--- config.mk ---
export PLATFORM = sky130hd
export DESIGN_NAME = pc_redirect_unit
export DESIGN_NICKNAME = d
export VERILOG_FILES = /design/src/rtl/pc_redirect_unit.sv
export SDC_FILE = /design/constraint.sdc
export NUM_CORES = 1
export LEC_CHECK = 0
export CORE_MARGIN = 5
export CORE_UTILIZATION = 44
export CTS_CLUSTER_SIZE = 24
export DETAILED_ROUTE_END_ITERATION = 12
export PLACE_DENSITY_LB_ADDON = 0.12
export SLEW_MARGIN = 20
export SYNTH_ARGS = -nofsm -noshare
export SYNTH_HDL_FRONTEND = slang
export SYNTH_SLANG_ARGS = --single-unit
--- constraint.sdc ---
create_clock -name clk -period 2.4 [get_ports clk]
set_input_delay 0.24 -clock clk [delete_from_list [all_inputs] [get_ports clk]]
set_output_delay 0.24 -clock clk [all_outputs]
set_load 0.05 [all_outputs]
--- src/rtl/pc_redirect_unit.sv ---
// Fetch PC register with prioritised exception/ERET/branch redirects and a one-entry
// pending-branch slot for stalls. Define PC_HIST_EN to add a redirect-history ring.
module pc_redirect_unit #(
  parameter int unsigned      WIDTH      = 32,
  parameter logic [WIDTH-1:0] RESET_PC   = WIDTH'(32'hbfc0_0000),
  parameter int unsigned      STEP       = 4,
  parameter int unsigned      HIST_DEPTH = 8
) (
  input  logic                          clk,
  input  logic                          resetn,
  input  logic                          stall,
  input  logic                          exc_req,
  input  logic [WIDTH-1:0]              exc_pc,
  input  logic                          eret_req,
  input  logic [WIDTH-1:0]              epc,
  input  logic                          br_req,
  input  logic [WIDTH-1:0]              br_target,
  output logic [WIDTH-1:0]              pc,
  output logic                          pend_valid,
  output logic                          adel,
  input  logic [$clog2(HIST_DEPTH)-1:0] hist_rd_idx,
  output logic [WIDTH-1:0]              hist_rd_data
);

  localparam int unsigned IDXW = $clog2(HIST_DEPTH);

  logic [WIDTH-1:0] r_pc;
  logic             r_pend_valid;
  logic [WIDTH-1:0] r_pend_pc;

  logic             w_redir;
  logic [WIDTH-1:0] w_redir_pc;
  logic             w_buffer;
  logic [WIDTH-1:0] w_pc_nxt;
  logic             w_pend_valid_nxt;
  logic [WIDTH-1:0] w_pend_pc_nxt;

  // Select the redirect that actually lands on pc this edge, if any.
  always_comb begin
    w_redir    = 1'b0;
    w_redir_pc = '0;
    w_buffer   = 1'b0;
    if (exc_req) begin
      w_redir    = 1'b1;
      w_redir_pc = exc_pc;
    end else if (eret_req) begin
      w_redir    = 1'b1;
      w_redir_pc = epc;
    end else if (br_req && stall) begin
      w_buffer   = 1'b1;
    end else if (br_req) begin
      w_redir    = 1'b1;
      w_redir_pc = br_target;
    end else if (!stall && r_pend_valid) begin
      w_redir    = 1'b1;
      w_redir_pc = r_pend_pc;
    end
  end

  always_comb begin
    w_pc_nxt         = r_pc;
    w_pend_valid_nxt = r_pend_valid;
    w_pend_pc_nxt    = r_pend_pc;
    if (w_redir) begin
      w_pc_nxt         = w_redir_pc;
      w_pend_valid_nxt = 1'b0;
    end else if (w_buffer) begin
      w_pend_valid_nxt = 1'b1;
      w_pend_pc_nxt    = br_target;
    end else if (!stall) begin
      w_pc_nxt = r_pc + WIDTH'(STEP);
    end
  end

  always_ff @(posedge clk or negedge resetn) begin
    if (!resetn) begin
      r_pc         <= RESET_PC;
      r_pend_valid <= 1'b0;
      r_pend_pc    <= '0;
    end else begin
      r_pc         <= w_pc_nxt;
      r_pend_valid <= w_pend_valid_nxt;
      r_pend_pc    <= w_pend_pc_nxt;
    end
  end

  assign pc         = r_pc;
  assign pend_valid = r_pend_valid;
  assign adel       = |r_pc[1:0];

`ifdef PC_HIST_EN
  logic [WIDTH-1:0] r_hist [HIST_DEPTH];
  logic [IDXW-1:0]  r_hist_wptr;
  logic [IDXW-1:0]  w_hist_rptr;

  always_ff @(posedge clk or negedge resetn) begin
    if (!resetn) begin
      for (int unsigned i = 0; i < HIST_DEPTH; i++) begin
        r_hist[i] <= '0;
      end
      r_hist_wptr <= '0;
    end else if (w_redir) begin
      r_hist[r_hist_wptr] <= w_redir_pc;
      r_hist_wptr         <= r_hist_wptr + IDXW'(1);
    end
  end

  // wptr points at the next free slot, so the newest entry sits one behind it.
  assign w_hist_rptr  = r_hist_wptr - hist_rd_idx - IDXW'(1);
  assign hist_rd_data = r_hist[w_hist_rptr];
`else
  logic w_unused_hist_idx;
  assign w_unused_hist_idx = ^hist_rd_idx;
  assign hist_rd_data      = '0;
`endif

endmodule

==> summary.txt <==
Status
  – Status: completed

Logic synthesis
  – Distinct cells, synth: 56
  – Ys Warns: 0
  – Synth Cell Area: 0.00425 mm²
  – Post-synthesis sequential element count: 65
  – FFs w/ async S/R, synth: 100%
  – Synth Instances: approximately 460
  – Sequential-to-total area share from yosys stat: about two fifths
  – Avg Inst Size Synth: 9.22 µm²
  – Synth Flop Type: dfrtp_1
  – Number of synthesized flops with an enable pin: 0

Final layout
  – # diodes: 0
  – Layout cell share with drive strength beyond 1: 16.2%
  – Fill count: approximately 820
  – Multi-input logic area: ~0.0023 mm²
  – Fin area: between 0.005 and 0.006 mm²
  – NumNets Final: about 720
  – Area growth from synthesis to layout: 40.6%
  – Register area: 0.00164 mm²

Placement
  – Hpwl dp: 11.5 mm
  – Dpl ws: 128 ps
  – Placed Area: 0.00579 mm²
  – Port buffer count: 135
  – GP Congestion: 0.916

Clock tree
  – Clock Latency Late Sink: 350 ps
  – Max clock buf depth: 2
  – Number of buffers created by CTS: 9
  – H-tree depth: 3
  – Root Buffer: clkbuf_8
  – Sink Count: 65
  – CTS tree: yes
  – Worst-path clk slew: roughly 80 ps

Hold path
  – Worst min path class: in -> async

STA
  – Final Max Slew Viols: 0
  – RSZ-0062 raised after global routing: no
  – Max frequency: 0.484 GHz
  – Hold WS: roughly 340 ps
  – Final period util: a little under nine tenths
  – Final worst setup slack: 335 ps
  – Final setup skew: 13.3 ps
  – Slew headroom: between 30 and 40%
  – Min cycle time layout: 2060 ps
  – # setup viols final: 0
  – Worst Max-Slew Pin Slew: 1010 ps
  – Final hold vios: 0
  – Setup TNS: 0 ps

Setup path
  – Startpoint Class: flop
  – Worst Setup SP: pc[14]
  – R2R depth: 4
  – RR Startpoint: pc[14]
  – Crit path max fanout: 9
  – WS Path Type: reg -> reg
  – Crit. End Element: flop
  – Worst path arrival time: 2280 ps
  – WP data required: 2620 ps

Pwr
  – Power density over cell area: 577 mW/mm²
  – Power, Total: ~3.5 mW
  – Worst VDD drop: 300 µV
  – Leak: roughly 2.4 nW

Detailed routing
  – Routed wire length: 14.6 mm
  – Via density per instance: roughly 5.7
  – Remaining DRCs: 0
  – Drt first pass iters: 6
  – Drt wl/cell: between 15 and 20 µm
  – DR iter-0 viols: 333
  – Post-route ant nets: 0
  – Via count: between 4,000 and 5,000

Global routing
  – Global-route wire length before repair: 22.2 mm
  – Largest net degree at the start of global routing: 32
  – Initial antenna violation count: 0
  – GRT Total Usage: 24.5%
  – Vias in the first global route: about 4,200
  – GRT overflow: 0

Floorplanning
  – Core ar.: about 0.0093 mm²
  – Die Y: 108 µm
  – Effective utilization at floorplan: between 40% and 50%
  – # IOs: 171
  – Num rows: 35
  – Die width: 108 µm
  – Die ar.: 0.0117 mm²

Job
  – Maxcap violations: 0
-- through the flow --
| step | std cells | utilization [%] |
|---|---|---|
| after floorplan | 492 | - |
| after global placement | 730 | 62.1 |
| after global routing | 747 | 64.1 |
| after CTS | 747 | 64.1 |
| after detailed placement | 730 | 62.1 |
| final | 747 | 64.1 |
-- state kept, by name, summed over array words and instances (netlist names) --
| name | cells |
|---|---|
| r_pend_pc | 32 |
| pc | 32 |
| pend_valid | 1 |
-- cells in the mapped netlist, drive strengths merged (3+ instances only) --
cell | count | area [µm²]
o221ai | 7 | 61.3
xnor2 | 4 | 35.0
a22oi | 27 | 203
nand4 | 11 | 83.8
a31oi | 8 | 50.1
xor2 | 4 | 35.0
mux2 | 32 | 360
mux2i | 4 | 40.0
nand3 | 23 | 115
buf | 38 | 268
nor4 | 6 | 58.8
nor2b | 4 | 25.0
and2 | 4 | 25.0
a22o | 20 | 175
or2 | 4 | 25.0
dfrtp | 56 | 1400
clkbuf | 23 | 86.3
nand2 | 35 | 131
a221oi | 5 | 43.8
o21ai | 22 | 110
a41oi | 3 | 26.3
dfstp | 9 | 236
inv | 6 | 22.5
and3 | 5 | 31.3
o22ai | 3 | 18.8
o21a | 5 | 37.5
nor2 | 27 | 101
nor3 | 15 | 75.1
a21o | 3 | 22.5
o211ai | 4 | 30.0
a21oi | 16 | 80.1
a221o | 4 | 40.0
-- cell type report --
cell class	instances	area share, %
Sequential cell	65	27.4
Inverter	7	0.440
Clock buffer	13	2.66
Tap cell	129	2.70
Multi-Input combinational cell	359	39.3
Clock inverter	3	0.293
Timing Repair Buffer	171	27.2
-- placed cells by master, fill, tap and decap left out, types with 11 or more instances in the layout --
cell,instances
a21oi_1,16
a22o_1,20
a22oi_1,27
buf_4,34
clkbuf_8,11
clkdlybuf4s50_1,133
conb_1,32
dfrtp_1,56
mux2_2,32
nand2_1,35
nand3_1,23
nor2_1,27
nor3_1,15
o21ai_0,21
-- worst max-delay path: stages (launching register included) --
cell	delay (ps)
dfrtp_1	500
nand4_1	220
or4_4	570
o311a_1	300
or3_1	340
-- power by group --
part	total, mW	switching, mW	internal, mW
Sequential	1.44	0.152	1.29
Clock	0.857	0.428	0.429
Combinational	1.15	0.661	0.494
-- logic make-up (layout without fill, tap and decap cells) --
kind of cell             Yosys count  after routing  share of synthesized area, %
AND/OR/NAND/NOR                  143            143                          17.5
AO/OA/AOI/OAI                    139            139                          23.6
buffers and inverters             68            194                          8.95
flip-flops                        65             65                          38.5
multiplexers                      36             36                          9.42
XOR/XNOR                           8              8                          1.65
adder cells (fa/ha/maj)            1              1                         0.294
other                              1             32                        0.0882
-- what timing repair did --
item / in CTS / in global routing
buffers inserted: 0 / 0
hold buffers: 1 / 0
setup endpoints to repair: 0 / 0
endpoints found under the hold margin: 5 / 0
gates resized for setup: 0 / 0
-- per-layer routing --
metal | GRT usage [%] | routed length (µm) | vias to the layer above
met5 | 0 | 0 | -
met2 | 39.4 | 6900 | 221
li1 | - | - | 1990
met3 | 4.36 | 1320 | 17
met1 | 34.7 | 6160 | 2059
met4 | 5.32 | 186 | 0
-- final timing paths --
check	end	slack, ps
setup / recovery	pc[20]	340
hold reg to reg	r_pend_pc[4]	510
hold / removal	pc[5]	340
setup reg to reg	pc[20]	340
min in group clk	pc[19]	340
max in group asynchronous	pc[23]	1440
Power figures use the tool's default switching activity.
